## src/rtl/sdram_pkg.sv

```systemverilog
// Shared SDRAM definitions: pin command codes {CS_N,RAS_N,CAS_N,WE_N}
// and the one-hot arbiter state encoding.
package sdram_pkg;

    localparam logic [3:0] CMD_NOP  = 4'b0111;
    localparam logic [3:0] CMD_PRE  = 4'b0010;
    localparam logic [3:0] CMD_AREF = 4'b0001;
    localparam logic [3:0] CMD_ACT  = 4'b0011;
    localparam logic [3:0] CMD_WR   = 4'b0100;
    localparam logic [3:0] CMD_RD   = 4'b0101;
    localparam logic [3:0] CMD_MRS  = 4'b0000;

    typedef enum logic [3:0] {
        ST_INIT  = 4'b0001,
        ST_ARBIT = 4'b0010,
        ST_AREF  = 4'b0100,
        ST_GRANT = 4'b1000
    } state_t;

endpackage

```

## src/rtl/sdram_arbiter_if.sv

```systemverilog
// Bus bundle between the SDRAM arbiter and its engines/pins.
// master: init/refresh/client engines plus pin consumer; slave: the arbiter.
interface sdram_arbiter_if #(
    parameter int NUM_CH = 2,
    parameter int ADDR_W = 13,
    parameter int BA_W   = 2,
    parameter int DQ_W   = 16
);
    // init engine
    logic                     init_done;
    logic [3:0]               init_cmd;
    logic [ADDR_W-1:0]        init_addr;
    // refresh engine
    logic                     aref_req;
    logic [3:0]               aref_cmd;
    logic [ADDR_W-1:0]        aref_addr;
    logic                     aref_end;
    logic                     aref_en;
    // client channels, ch0 in the lowest slice
    logic [NUM_CH-1:0]        ch_req;
    logic [NUM_CH-1:0]        ch_end;
    logic [4*NUM_CH-1:0]      ch_cmd;
    logic [ADDR_W*NUM_CH-1:0] ch_addr;
    logic [BA_W*NUM_CH-1:0]   ch_ba;
    logic [DQ_W*NUM_CH-1:0]   ch_wdata;
    logic [NUM_CH-1:0]        ch_dq_oe;
    logic [NUM_CH-1:0]        ch_gnt;
    // SDRAM pins
    logic [3:0]               sd_cmd;
    logic [ADDR_W-1:0]        sd_addr;
    logic [BA_W-1:0]          sd_ba;
    logic [DQ_W-1:0]          sd_dq_out;
    logic                     sd_dq_oe;
    logic                     tmo_err;

    modport master (
        output init_done, init_cmd, init_addr,
        output aref_req, aref_cmd, aref_addr, aref_end,
        output ch_req, ch_end, ch_cmd, ch_addr, ch_ba, ch_wdata, ch_dq_oe,
        input  aref_en, ch_gnt,
        input  sd_cmd, sd_addr, sd_ba, sd_dq_out, sd_dq_oe, tmo_err
    );

    modport slave (
        input  init_done, init_cmd, init_addr,
        input  aref_req, aref_cmd, aref_addr, aref_end,
        input  ch_req, ch_end, ch_cmd, ch_addr, ch_ba, ch_wdata, ch_dq_oe,
        output aref_en, ch_gnt,
        output sd_cmd, sd_addr, sd_ba, sd_dq_out, sd_dq_oe, tmo_err
    );

endinterface

```

## src/rtl/sdram_rr_pick.sv

```systemverilog
// Round-robin picker: first requester at or after ptr, wrapping to 0.
// Purely combinational; returns a one-hot grant, its index and a valid flag.
module sdram_rr_pick #(
    parameter int NUM_CH = 2,
    parameter int IDX_W  = 1
) (
    input  logic [NUM_CH-1:0] req,
    input  logic [IDX_W-1:0]  ptr,
    output logic [NUM_CH-1:0] gnt,
    output logic [IDX_W-1:0]  idx,
    output logic              any
);

    int j;

    // Scan channels starting from ptr; the first hit wins.
    always_comb begin
        // NOTE: every output gets a default before the loop so no path leaves it unassigned (no latch).
        gnt = '0;
        idx = '0;
        any = 1'b0;
        j   = 0;
        for (int i = 0; i < NUM_CH; i++) begin
            j = int'(ptr) + i;
            if (j >= NUM_CH) j = j - NUM_CH;
            if (!any && req[j]) begin
                any    = 1'b1;
                gnt[j] = 1'b1;
                idx    = IDX_W'(j);
            end
        end
    end

endmodule

```

## src/rtl/sdram_arbiter.sv

```systemverilog
// SDRAM command arbiter: init -> arbitration, refresh has absolute priority,
// client channels share the pins round-robin. Clients own their timing FSMs;
// this block only grants the bus and muxes cmd/addr/BA/DQ onto the pins.
// Optional grant watchdog: define SDRAM_ARB_TMO_EN.
module sdram_arbiter
    import sdram_pkg::*;
#(
    parameter int NUM_CH  = 2,
    parameter int ADDR_W  = 13,
    parameter int BA_W    = 2,
    parameter int DQ_W    = 16,
    parameter int TMO_CYC = 512
) (
    input logic             clk,
    input logic             rst_n,
    sdram_arbiter_if.slave  bus
);

    localparam int IDX_W = (NUM_CH > 1) ? $clog2(NUM_CH) : 1;
    localparam logic [IDX_W-1:0] LAST_IDX = IDX_W'(NUM_CH - 1);

    if (NUM_CH < 1 || NUM_CH > 8 || TMO_CYC < 2) begin : g_bad_param
        $error("sdram_arbiter: NUM_CH must be 1..8 and TMO_CYC >= 2");
    end

    state_t            state_c;
    logic              aref_en_q;
    logic [NUM_CH-1:0] ch_gnt_q;
    logic [IDX_W-1:0]  rr_ptr;
    logic [IDX_W-1:0]  win_idx_q;
    logic [IDX_W-1:0]  next_ptr;
    logic              ch_end_win;

    logic [NUM_CH-1:0] pick_gnt;
    logic [IDX_W-1:0]  pick_idx;
    logic              pick_any;

`ifdef SDRAM_ARB_TMO_EN
    localparam int TMO_W_RAW = $clog2(TMO_CYC);
    localparam int TMO_W = (TMO_W_RAW < 8) ? 8 : ((TMO_W_RAW > 16) ? 16 : TMO_W_RAW);
    localparam logic [TMO_W-1:0] TMO_LAST = TMO_W'(TMO_CYC - 1);
    logic [TMO_W-1:0] tmo_cnt;
    logic             tmo_err_q;
`endif

    sdram_rr_pick #(
        .NUM_CH (NUM_CH),
        .IDX_W  (IDX_W)
    ) u_pick (
        .req (bus.ch_req),
        .ptr (rr_ptr),
        .gnt (pick_gnt),
        .idx (pick_idx),
        .any (pick_any)
    );

    // Only the granted channel's end pulse counts; the pointer moves past the winner.
    assign ch_end_win = bus.ch_end[win_idx_q];
    assign next_ptr   = (win_idx_q == LAST_IDX) ? '0 : win_idx_q + IDX_W'(1);

    // Arbiter FSM with registered grants: decision in ARBIT, grant visible next cycle.
    always_ff @(posedge clk or negedge rst_n) begin
        if (!rst_n) begin
            state_c   <= ST_INIT;
            aref_en_q <= 1'b0;
            ch_gnt_q  <= '0;
            rr_ptr    <= '0;
            win_idx_q <= '0;
`ifdef SDRAM_ARB_TMO_EN
            tmo_cnt   <= '0;
            tmo_err_q <= 1'b0;
`endif
        end else begin
`ifdef SDRAM_ARB_TMO_EN
            tmo_err_q <= 1'b0;
`endif
            // NOTE: non-blocking assignments so every register sees pre-edge values, like real flops.
            case (state_c)
                ST_INIT: begin
                    if (bus.init_done) state_c <= ST_ARBIT;
                end
                ST_ARBIT: begin
                    if (bus.aref_req) begin
                        state_c   <= ST_AREF;
                        aref_en_q <= 1'b1;
                    end else if (pick_any) begin
                        state_c   <= ST_GRANT;
                        ch_gnt_q  <= pick_gnt;
                        win_idx_q <= pick_idx;
`ifdef SDRAM_ARB_TMO_EN
                        tmo_cnt   <= '0;
`endif
                    end
                end
                ST_AREF: begin
                    if (bus.aref_end) begin
                        state_c   <= ST_ARBIT;
                        aref_en_q <= 1'b0;
                    end
                end
                ST_GRANT: begin
                    if (ch_end_win) begin
                        state_c  <= ST_ARBIT;
                        ch_gnt_q <= '0;
                        rr_ptr   <= next_ptr;
                    end
`ifdef SDRAM_ARB_TMO_EN
                    else if (tmo_cnt == TMO_LAST) begin
                        state_c   <= ST_ARBIT;
                        ch_gnt_q  <= '0;
                        rr_ptr    <= next_ptr;
                        tmo_err_q <= 1'b1;
                    end else begin
                        tmo_cnt <= tmo_cnt + TMO_W'(1);
                    end
`endif
                end
                default: begin
                    state_c   <= ST_INIT;
                    aref_en_q <= 1'b0;
                    ch_gnt_q  <= '0;
                end
            endcase
        end
    end

    assign bus.aref_en = aref_en_q;
    assign bus.ch_gnt  = ch_gnt_q;
`ifdef SDRAM_ARB_TMO_EN
    assign bus.tmo_err = tmo_err_q;
`else
    assign bus.tmo_err = 1'b0;
`endif

    // Pin mux keyed on the current state; the granted channel's slices drive the pins.
    always_comb begin
        bus.sd_cmd    = CMD_NOP;
        bus.sd_addr   = '0;
        bus.sd_ba     = '0;
        bus.sd_dq_out = '0;
        bus.sd_dq_oe  = 1'b0;
        case (state_c)
            ST_INIT: begin
                bus.sd_cmd  = bus.init_cmd;
                bus.sd_addr = bus.init_addr;
            end
            ST_AREF: begin
                bus.sd_cmd  = bus.aref_cmd;
                bus.sd_addr = bus.aref_addr;
            end
            ST_GRANT: begin
                bus.sd_cmd    = bus.ch_cmd[int'(win_idx_q)*4 +: 4];
                bus.sd_addr   = bus.ch_addr[int'(win_idx_q)*ADDR_W +: ADDR_W];
                bus.sd_ba     = bus.ch_ba[int'(win_idx_q)*BA_W +: BA_W];
                bus.sd_dq_out = bus.ch_wdata[int'(win_idx_q)*DQ_W +: DQ_W];
                bus.sd_dq_oe  = bus.ch_dq_oe[win_idx_q];
            end
            default: ;
        endcase
    end

endmodule

```

## src/flat_wrapper.sv

```systemverilog
// flat-port wrapper written by rule: the top's interface ports become plain ports
module sdram_arbiter_flat import sdram_pkg::*;
#(
    parameter int NUM_CH  = 2,
    parameter int ADDR_W  = 13,
    parameter int BA_W    = 2,
    parameter int DQ_W    = 16,
    parameter int TMO_CYC = 512
)
  (clk, rst_n, bus_init_done, bus_init_cmd, bus_init_addr, bus_aref_req, bus_aref_cmd, bus_aref_addr, bus_aref_end, bus_ch_req, bus_ch_end, bus_ch_cmd, bus_ch_addr, bus_ch_ba, bus_ch_wdata, bus_ch_dq_oe, bus_aref_en, bus_ch_gnt, bus_sd_cmd, bus_sd_addr, bus_sd_ba, bus_sd_dq_out, bus_sd_dq_oe, bus_tmo_err);
  sdram_arbiter_if #(.NUM_CH(NUM_CH), .ADDR_W(ADDR_W), .BA_W(BA_W), .DQ_W(DQ_W)) bus_i ();
  input logic clk;
  input logic rst_n;
  input wire logic [$bits(bus_i.init_done)-1:0] bus_init_done;
  input wire logic [$bits(bus_i.init_cmd)-1:0] bus_init_cmd;
  input wire logic [$bits(bus_i.init_addr)-1:0] bus_init_addr;
  input wire logic [$bits(bus_i.aref_req)-1:0] bus_aref_req;
  input wire logic [$bits(bus_i.aref_cmd)-1:0] bus_aref_cmd;
  input wire logic [$bits(bus_i.aref_addr)-1:0] bus_aref_addr;
  input wire logic [$bits(bus_i.aref_end)-1:0] bus_aref_end;
  input wire logic [$bits(bus_i.ch_req)-1:0] bus_ch_req;
  input wire logic [$bits(bus_i.ch_end)-1:0] bus_ch_end;
  input wire logic [$bits(bus_i.ch_cmd)-1:0] bus_ch_cmd;
  input wire logic [$bits(bus_i.ch_addr)-1:0] bus_ch_addr;
  input wire logic [$bits(bus_i.ch_ba)-1:0] bus_ch_ba;
  input wire logic [$bits(bus_i.ch_wdata)-1:0] bus_ch_wdata;
  input wire logic [$bits(bus_i.ch_dq_oe)-1:0] bus_ch_dq_oe;
  output wire logic [$bits(bus_i.aref_en)-1:0] bus_aref_en;
  output wire logic [$bits(bus_i.ch_gnt)-1:0] bus_ch_gnt;
  output wire logic [$bits(bus_i.sd_cmd)-1:0] bus_sd_cmd;
  output wire logic [$bits(bus_i.sd_addr)-1:0] bus_sd_addr;
  output wire logic [$bits(bus_i.sd_ba)-1:0] bus_sd_ba;
  output wire logic [$bits(bus_i.sd_dq_out)-1:0] bus_sd_dq_out;
  output wire logic [$bits(bus_i.sd_dq_oe)-1:0] bus_sd_dq_oe;
  output wire logic [$bits(bus_i.tmo_err)-1:0] bus_tmo_err;
  assign bus_i.init_done = bus_init_done;
  assign bus_i.init_cmd = bus_init_cmd;
  assign bus_i.init_addr = bus_init_addr;
  assign bus_i.aref_req = bus_aref_req;
  assign bus_i.aref_cmd = bus_aref_cmd;
  assign bus_i.aref_addr = bus_aref_addr;
  assign bus_i.aref_end = bus_aref_end;
  assign bus_i.ch_req = bus_ch_req;
  assign bus_i.ch_end = bus_ch_end;
  assign bus_i.ch_cmd = bus_ch_cmd;
  assign bus_i.ch_addr = bus_ch_addr;
  assign bus_i.ch_ba = bus_ch_ba;
  assign bus_i.ch_wdata = bus_ch_wdata;
  assign bus_i.ch_dq_oe = bus_ch_dq_oe;
  assign bus_aref_en = bus_i.aref_en;
  assign bus_ch_gnt = bus_i.ch_gnt;
  assign bus_sd_cmd = bus_i.sd_cmd;
  assign bus_sd_addr = bus_i.sd_addr;
  assign bus_sd_ba = bus_i.sd_ba;
  assign bus_sd_dq_out = bus_i.sd_dq_out;
  assign bus_sd_dq_oe = bus_i.sd_dq_oe;
  assign bus_tmo_err = bus_i.tmo_err;
  sdram_arbiter #(.NUM_CH(NUM_CH), .ADDR_W(ADDR_W), .BA_W(BA_W), .DQ_W(DQ_W), .TMO_CYC(TMO_CYC)) u_core (.clk(clk), .rst_n(rst_n), .bus(bus_i));
endmodule
```

## config.mk

```make
export PLATFORM = sky130hd
export DESIGN_NAME = sdram_arbiter_flat
export DESIGN_NICKNAME = d
export VERILOG_FILES = /design/src/rtl/sdram_pkg.sv /design/src/rtl/sdram_arbiter_if.sv /design/src/rtl/sdram_rr_pick.sv /design/src/rtl/sdram_arbiter.sv /design/src/flat_wrapper.sv
export SDC_FILE = /design/constraint.sdc
export NUM_CORES = 1
export LEC_CHECK = 0
export BUFFER_PORTS_ARGS = -buffer_cell sky130_fd_sc_hd__buf_4
export CORE_MARGIN = 2
export CORE_UTILIZATION = 30
export CTS_BUF_LIST = sky130_fd_sc_hd__clkbuf_4 sky130_fd_sc_hd__clkbuf_8 sky130_fd_sc_hd__clkbuf_16
export DETAILED_ROUTE_END_ITERATION = 6
export PLACE_DENSITY_LB_ADDON = 0.25
export SETUP_SLACK_MARGIN = 0.2
export SLEW_MARGIN = 20
export SYNTH_ARGS = -nofsm -noshare
export SYNTH_HDL_FRONTEND = slang
export SYNTH_SLANG_ARGS = --single-unit
```

## constraint.sdc

```tcl
create_clock -name clk -period 1.8 [get_ports clk]
set_clock_uncertainty 0.2 [all_clocks]
set_input_delay 0.36 -clock clk [delete_from_list [all_inputs] [get_ports clk]]
set_output_delay 0.36 -clock clk [all_outputs]
set_load 0.1 [all_outputs]
```

Word-level counts from Yosys, hierarchy flattened
Cells that the tools add are included.
{"block": "word_totals", "elab_cells": 88, "input_bits": 115, "regBits": 9, "out_inout_bits": 40}
{"block": "op_classes", "n_eq_ne": 11, "bitwise_logic": 4, "add_sub_neg": 4, "magnitude_cmp": 7, "n_mux": 41, "shift": 4, "n_reduce_logical": 11, "mul": 1}
{"cell": "32-bit by 1-bit greater-or-equal comparator with 1-bit output, second input constant", "count": 2}
{"cell": "32-bit by 3-bit less-than comparator with 1-bit output, second input constant", "count": 2}
{"cell": "32-bit two-way mux", "count": 2}
{"cell": "13-bit case mux with 3 select lines", "count": 1}
{"cell": "26-bit by 32-bit indexed part select with 13-bit output", "count": 1}
{"cell": "32-bit by 6-bit indexed part select with 16-bit output", "count": 1}
{"cell": "1-bit two-way mux", "count": 20}
{"cell": "4-bit two-way mux", "count": 5}
{"cell": "16-bit two-way mux", "count": 1}
{"cell": "4-bit case mux with 4 select lines", "count": 1}
{"cell": "2-bit two-way mux", "count": 6}
{"cell": "4-bit case mux with 3 select lines", "count": 1}
{"cell": "2-bit inequality test, second input constant", "count": 4}
{"cell": "4-bit AND reduction", "count": 2}
{"cell": "8-bit by 4-bit indexed part select with 4-bit output", "count": 1}
{"cell": "2-bit case mux with 3 select lines", "count": 1}
{"cell": "3-bit AND reduction", "count": 2}
{"cell": "1-bit by 4-bit multiplier with 5-bit output, second input constant", "count": 1}
{"cell": "4-bit by 1-bit equality test with 1-bit output, second input constant", "count": 1}
{"cell": "4-bit by 2-bit equality test with 1-bit output, second input constant", "count": 1}
{"cell": "4-bit by 3-bit equality test with 1-bit output, second input constant", "count": 1}
{"cell": "4-bit equality test, second input constant", "count": 1}
{"cell": "2-bit by 1-bit inequality test with 1-bit output, second input constant", "count": 2}
{"cell": "2-bit OR reduction", "count": 2}
{"cell": "other kinds (16)", "count": 21}

Logic depth before layout (Yosys ltp)
Gate-level depths: netlist of the first run.
{"block": "logic_depth", "ltp_word": 12, "ltp_mapped": 6, "ltp_nobuf": 4}

By module
Synthesis of the first run repeated with hierarchy kept, for this count alone.
{"block": "hier_totals", "cells_unflattened": 170, "hier_area_um2": 1413.9}
{"mod": "sdram_arbiter", "cells_each": 165, "n_inst": 1, "seq_area_each_um2": 226.5, "area_each_um2": 1381.3}
{"mod": "sdram_rr_pick", "cells_each": 5, "n_inst": 1, "seq_area_each_um2": 0.0, "area_each_um2": 32.5}

Worst setup path before layout of the first run
Ideal clock, no wire load.
{"block": "synth_path", "path_kind": "register to output", "startpoint": "register u_core.state_c[0]", "endpoint": "output bus_sd_dq_out[10]", "stages_incl_launch_ff": 7, "slack_ps": -1212, "arrival_time_ps": 2452, "t_required_ps": 1240, "n_path_buf": 3, "path_cell_list": "dfstp_2 -> buf_4 -> nor2_1 -> nand3b_1 -> buf_2 -> buf_2 -> nor2_1"}
{"block": "synth_via", "elab_chain_cells": 2}
{"element": "from (decl)", "line_no": "sdram_arbiter.sv:26", "rtl": "state_t state_c;"}
{"element": "from (signal assigned)", "line_no": "sdram_arbiter.sv:64", "rtl": "state_c <= ST_INIT;"}
{"element": "from (signal assigned)", "line_no": "sdram_arbiter.sv:80", "rtl": "if (bus.init_done) state_c <= ST_ARBIT;"}
{"element": "from (signal assigned)", "line_no": "sdram_arbiter.sv:84", "rtl": "state_c <= ST_AREF;"}
{"element": "4-bit equality test", "line_no": "sdram_arbiter.sv:142", "rtl": "case (state_c)"}
{"element": "16-bit two-way mux", "line_no": "sdram_arbiter.sv:142"}
{"element": "to (decl)", "line_no": "flat_wrapper.sv:33", "rtl": "output wire logic [$bits(bus_i.sd_dq_out)-1:0] bus_sd_dq_out;"}
No other way between the ends.

Final worst setup path of the first run
{"block": "layout_path", "startpoint": "register u_core.state_c[0]", "endpoint": "output bus_sd_cmd[3]"}
{"block": "layout_via", "elab_chain_cells": 2, "elab_cells_between_ends": 4, "classes_between": "eq/ne (3); mux (1)"}
{"element": "4-bit equality test, or another cell as far along", "line_no": "sdram_arbiter.sv:142"}
{"element": "4-bit case mux with 3 select lines (*)", "line_no": "sdram_arbiter.sv:142"}
{"element": "to (decl)", "line_no": "flat_wrapper.sv:30", "rtl": "output wire logic [$bits(bus_i.sd_cmd)-1:0] bus_sd_cmd;"}
Mark *: on every way between the ends. The rest lies on a longest branch, timed or not.

==> impl_metrics.yaml, run 1 <==
global_route:
  met2_usage: 0.6190
  grt_pass1_vias: 2393
  grt_busiest_layer: "met2"
  antenna_found_initial: 0
  met1_grt_util: 0.3280
  grt_use_total: 0.3165
  grt_first_pass_wirelength_um: 12160
  gr-total-overflow: 0
  grt_use_met3: 0.05051
  grt_max_degree: 13
critical_path:
  criticalPathCategory: "reg2out"
  reg2reg_setup_slack_ns: -0.10
  critPathLaunchType: "flop"
  crit_chain: "nor2_4 > nand3b_1 > buf_4 > nor2_1 > a221o_4 > buf_6"
  cp_data_required_time_ns: 1.24
  setup.worst_path.end_class: "output port"
  slowest_delay_ns: 0.62
  reg2reg_from: "u_core.state_c[1]"
  critical_path.top_delay_family: "flip-flops"
  critical_path.slowest_cell: "dfstp_2"
  timing.critical_path.from: "u_core.state_c[0]"
  cp.buffers_inverters: 2
  crit_arrival_ns: 1.90
  r2r_end: "u_core.win_idx_q"
  maximum_net_fanout_on_the_critical_path: 5
  worst_r2r_path_depth: 6
run:
  max_cap_viol_count: 0
synth:
  ys.flop_type: "dfrtp_1"
  syn-instance-count: 159
  number_of_synthesized_flops_with_an_enable_pin: 0
  ys_warn_count: 0
  synthTopCellsByArea: "mux2i_1 (27%), dfrtp_1 (15%), a221o_1 (11%)"
  syn_nets: 274
  synth_cell_types: 34
  yosys_top_cell_area_share: 0.2687
  postSynthRegisterBits: 9
  post_synth.cell_area_avg_sq_um: 8.200
  seq_area_frac_synth: 0.1737
  share_of_flip_flops_with_an_asynchronous_set_or_reset: 1.000
  mappedNetlistArea_sq_um: 1304
  yosys.area.top_type: "mux2i_1"
outcome:
  run_status: "finished, violations left"
  failed_checks: "setup timing"
layout:
  area.growth.synth_to_final_pct: 173.3
  layout.cells.most_common: "buf_4"
  final_cell_area_sq_um: 3563
  most-common-layout-cells: "buf_4 (141), mux2i_1 (33), nor2_4 (20)"
  layout.core_utilization: 0.8720
  design.final.nets: 453
  number_of_fillers_in_the_final_layout: 185
  final_layout_size_suffix_gt1_frac: 0.7596
  antenna-diode-count: 0
die:
  rows: 23
  initial_utilization: 0.3190
  area_enclosed_by_the_die_boundary_sq_um: 4889
  core-area_sq_um: 4086
  io_pins: 155
  chipHeight_um: 69.92
  die_x_um: 69.92
route:
  wirelength_um: 8080
  drt-wirelength-per-cell_um: 20.88
  drt_first_pass_iters: 4
  post_drt_via_cell_ratio: 5.413
  route.antenna.remaining_nets: 0
  detailroute.via_count: 2095
  remaining_drc_errors: 0
  first_iter_violations: 134
min_path:
  hold_depth: 2
  min_from: "bus_ch_req[1]"
  class_of_the_worst_hold_path: "in2reg"
  holdPathEnd: "u_core.state_c[1]"
placed_design:
  port_buffers: 153
  dpl-instance-area_sq_um: 3059
  place.detailed.hpwl_um: 5075
  finalWeightedCongestion: 0.7984
clock_tree:
  cts_root_buf: "clkbuf_8"
  number_of_buffers_on_the_longest_clock_path: 2
  cts_tree: "done"
  htreeDepth: 1
  path_clk_slew_ns: 0.05
  cts_sinks: 9
  worstSkewPairLatency_ns: 0.24
  cts_inserted_buffers: 3
power_and_ir_drop:
  total_leakage_power_nw: 1.709
  vdd_drop_max_v: 0.001277
  design_power_total_w: 0.005487
  power.density_nw_per_um2: 1540
sta:
  grt_setup_unrepaired: "true"
  max_clk_rate_mhz: 407.1
  finalSetupViolCount: 41
  timing_hold_violations_final: 0
  fin_crit_sh: 1.365
  finalWorstSetupSlack_ns: -0.6562
  min_period_ns: 2.456
  timing.final.max_slew_violations: 0
## logic make-up after synthesis
family	synth area share
other	0.002876
multiplexers	0.2946
AND/OR/NAND/NOR	0.2524
flip-flops	0.1737
buffers and inverters	0.07581
AO/OA/AOI/OAI	0.2006
## metrics by stage
stage | setup TNS [ns] | cells | hold slack, ns | setup slack, ns
after global placement | -11.69 | 378 | -0.01065 | -0.3713
after CTS | -18.34 | 385 | 0.1551 | -0.5653
after global routing | -23.65 | 387 | 0.1590 | -0.7154
final | -20.83 | 387 | 0.1581 | -0.6562
after detailed placement | -12.51 | 378 | -0.01098 | -0.4045
after floorplan | -12.90 | 159 | -0.1356 | -0.4201
## power breakdown
group	switching, W	leakage [nW]	internal (W)
Sequential	0.000113	0.106	0.000274
Combinational	0.00277	1.58	0.00207
Clock	0.0000889	0.0262	0.000170
## worst max path at each step
stage | end | slack (ns) | depth (start not counted)
finish | bus_sd_cmd[3] | -0.66 | 6
CTS | bus_sd_addr[1] | -0.57 | 6
global placement | bus_sd_addr[2] | -0.37 | 6
floorplan | bus_sd_dq_out[10] | -0.42 | 6
detailed placement | bus_sd_addr[9] | -0.40 | 4
global route | bus_sd_addr[10] | -0.72 | 6
## sequential cells by signal, indices dropped and copies added, names as in the netlist
name                cells
u_core.bus.aref_en      1
u_core.rr_ptr           1
u_core.bus.ch_gnt       2
u_core.state_c          4
u_core.win_idx_q        1
## synth_stat cells, types with 2 or more instances
cell type and n:
buf_2 10, o21ai_0 4, buf_4 4, nor2_1 36, mux2i_1 35, a222oi_1 3, a221o_1 14, mux2_1 2
a21oi_1 4, nand2_1 9, dfrtp_1 8, nor2b_1 2, nand2b_1 2, nor4b_2 2, nor4b_4 2, inv_1 4
## layer usage
metal  vias up  wire length [um]
met1       999              2796
li1        952                 -
met2       116              4557
met4         0               306
met5         -                 0
met3        28               420
## timing repair
action	CTS	global route
setup buffers	2	2
setup endpoints to repair	43	45
hold endpoints to repair	9	0
cloned	0	0
resized for setup	88	20
pin swaps	7	8
hold buffers	1	0
## layout make-up
| cell class | count | area (sq um) | share of cell area |
|---|---|---|---|
| Timing Repair Buffer | 189 | 1821 | 0.5109 |
| Inverter | 4 | 17.52 | 0.004916 |
| Sequential cell | 9 | 231.5 | 0.06496 |
| Multi-Input combinational cell | 131 | 1383 | 0.3880 |
| Tap cell | 50 | 62.56 | 0.01756 |
| Clock buffer | 4 | 48.80 | 0.01369 |
Power figures use the tool's default switching activity.
==> run 2, diff against run 1 <==
==> constraint.sdc (replaced) <==
create_clock -name clk -period 1.8 [get_ports clk]
set_clock_uncertainty 0.2 [all_clocks]
set_input_delay 0.09 -clock clk [delete_from_list [all_inputs] [get_ports clk]]
set_output_delay 0.09 -clock clk [all_outputs]
set_load 0.1 [all_outputs]
==> impl_metrics.yaml, run 2 (same netlist as run 1, synthesis figures left out) <==
layout:
  layout.cells.most_common: "buf_4"
  number_of_fillers_in_the_final_layout: 100
  fin_cells: 402
  design.final.nets: 468
  multi_input_area_sq_um: 1449
  area.sequential_sq_um: 231.5
  antenna-diode-count: 0
  area.growth.synth_to_final_pct: 197.8
  final_layout_size_suffix_gt1_frac: 0.7642
  most-common-layout-cells: "buf_4 (146), buf_12 (37), mux2i_1 (34)"
  largest_reg_flops: 4
  largest_register: "u_core.state_c"
sta:
  finalSetupViolCount: 42
  timing_hold_violations_final: 0
  hold_slack_ns: 0.01750
  fin_crit_sh: 1.243
  finalWorstSetupSlack_ns: -0.4370
  min_period_ns: 2.237
  timing.final.max_slew_violations: 0
  grt_setup_unrepaired: "true"
  max_clk_rate_mhz: 447.0
placed_design:
  place.detailed.hpwl_um: 5029
  finalWeightedCongestion: 0.7917
  port_buffers: 153
  dp.cells: 380
route:
  post_drt_via_cell_ratio: 5.968
  drt-wirelength-per-cell_um: 26.97
  drt_first_pass_iters: 5
  detailroute.via_count: 2399
  remaining_drc_errors: 0
  wirelength_um: 10840
  route.antenna.remaining_nets: 0
  first_iter_violations: 187
critical_path:
  reg2reg_from: "u_core.state_c[0]"
  slowest_delay_ns: 0.63
  r2r_end: "u_core.win_idx_q"
  critPathLaunchType: "flop"
  crit_chain: "nor2_4 > nand3b_1 > buf_6 > nor2_1 > a221o_4 > buf_12"
  cp_data_required_time_ns: 1.51
  critical_path.slowest_cell: "dfstp_2"
  maximum_net_fanout_on_the_critical_path: 13
  reg2reg_setup_slack_ns: -0.33
  worst_r2r_path_depth: 7
  setup.worst_path.end_class: "output port"
  crit_arrival_ns: 1.95
  criticalPathCategory: "reg2out"
clock_tree:
  cts_root_buf: "clkbuf_8"
  path_clk_slew_ns: 0.05
  cts_tree: "done"
  worstSkewPairLatency_ns: 0.24
  number_of_buffers_on_the_longest_clock_path: 2
  htreeDepth: 1
  cts_inserted_buffers: 3
  cts_sinks: 9
global_route:
  antenna_found_initial: 0
  grt_first_pass_wirelength_um: 13520
  grt_pass1_vias: 2593
  met2_usage: 0.6857
  grt_max_degree: 19
  gr-total-overflow: 0
  met1_grt_util: 0.3424
  grt_busiest_layer: "met2"
  grt_use_total: 0.3514
  grt_use_met3: 0.07359
power_and_ir_drop:
  total_leakage_power_nw: 1.825
  vdd_drop_max_v: 0.001443
  power.density_nw_per_um2: 1520
die:
  io_pins: 155
  area_enclosed_by_the_die_boundary_sq_um: 4889
  rows: 23
  die_x_um: 69.92
  initial_utilization: 0.3190
  core-area_sq_um: 4086
  chipHeight_um: 69.92
run:
  max_cap_viol_count: 0
outcome:
  run_status: "finished, violations left"
  failed_checks: "setup timing"
min_path:
  class_of_the_worst_hold_path: "in2async"
## run 2: power by group
group	internal (W)	total [W]	switching, W
combinational	0.00222	0.00524	0.00302
sequential	0.000274	0.000388	0.000114
clock	0.000171	0.000271	0.000100
## run 2: final cells by class
type	count	area share
multi-input cells	131	0.3732
flip-flops and latches	9	0.05962
repair buffers	204	0.5346
well taps	50	0.01611
clock buffers	4	0.01257
inverters	4	0.003867
## run 2: worst max-delay path by stage
stage	start	to	slack [ns]	cells after the start
2_1_floorplan	u_core.state_c[1]	bus_sd_dq_out[10]	-0.15	6
3_3_place_gp	u_core.state_c[1]	bus_sd_addr[9]	-0.11	7
3_5_place_dp	u_core.state_c[1]	bus_sd_addr[7]	-0.13	7
4_1_cts	u_core.state_c[0]	bus_sd_addr[7]	-0.28	6
5_1_grt	u_core.state_c[0]	bus_sd_addr[1]	-0.47	6
6_report	u_core.state_c[0]	bus_sd_addr[1]	-0.44	6
## run 2: metal layers
layer  wire [um]  vias to the layer above
met4         796                        0
met3         811                       73
met2        5591                      196
li1            -                      977
met5           0                        -
met1        3642                     1153
## run 2: what timing repair did
| action | 4_1_cts | 5_1_grt |
|---|---|---|
| endpoints found under the setup margin | 44 | 45 |
| setup buffers | 4 | 7 |
| pin swaps | 8 | 7 |
| endpoints found under the hold margin | 12 | 0 |
| hold buffers | 7 | 0 |
| resized for setup | 128 | 18 |
## run 2: per-stage QoR
stage / worst slack, ns / utilization / total power, W / instance area, sq um / setup TNS [ns]
2_1_floorplan: -0.1501 / - / 0.003451 / 1714 / -3.282
3_3_place_gp: -0.1134 / 0.7523 / 0.004375 / 3074 / -2.796
3_5_place_dp: -0.1296 / 0.7523 / 0.004424 / 3074 / -3.245
4_1_cts: -0.2801 / 0.9146 / 0.005404 / 3737 / -9.263
5_1_grt: -0.4650 / 0.9501 / 0.006007 / 3882 / -16.09
6_report: -0.4370 / 0.9501 / 0.005903 / 3882 / -14.95
## run 2: critical path: cells and delay by family, from the launching register on
family,cells,cell delay [ns]
buffers and inverters,2,0.38
AOI/OAI and AO/OA,1,0.36
and+or+nand+nor,3,0.31
DFF,1,0.63
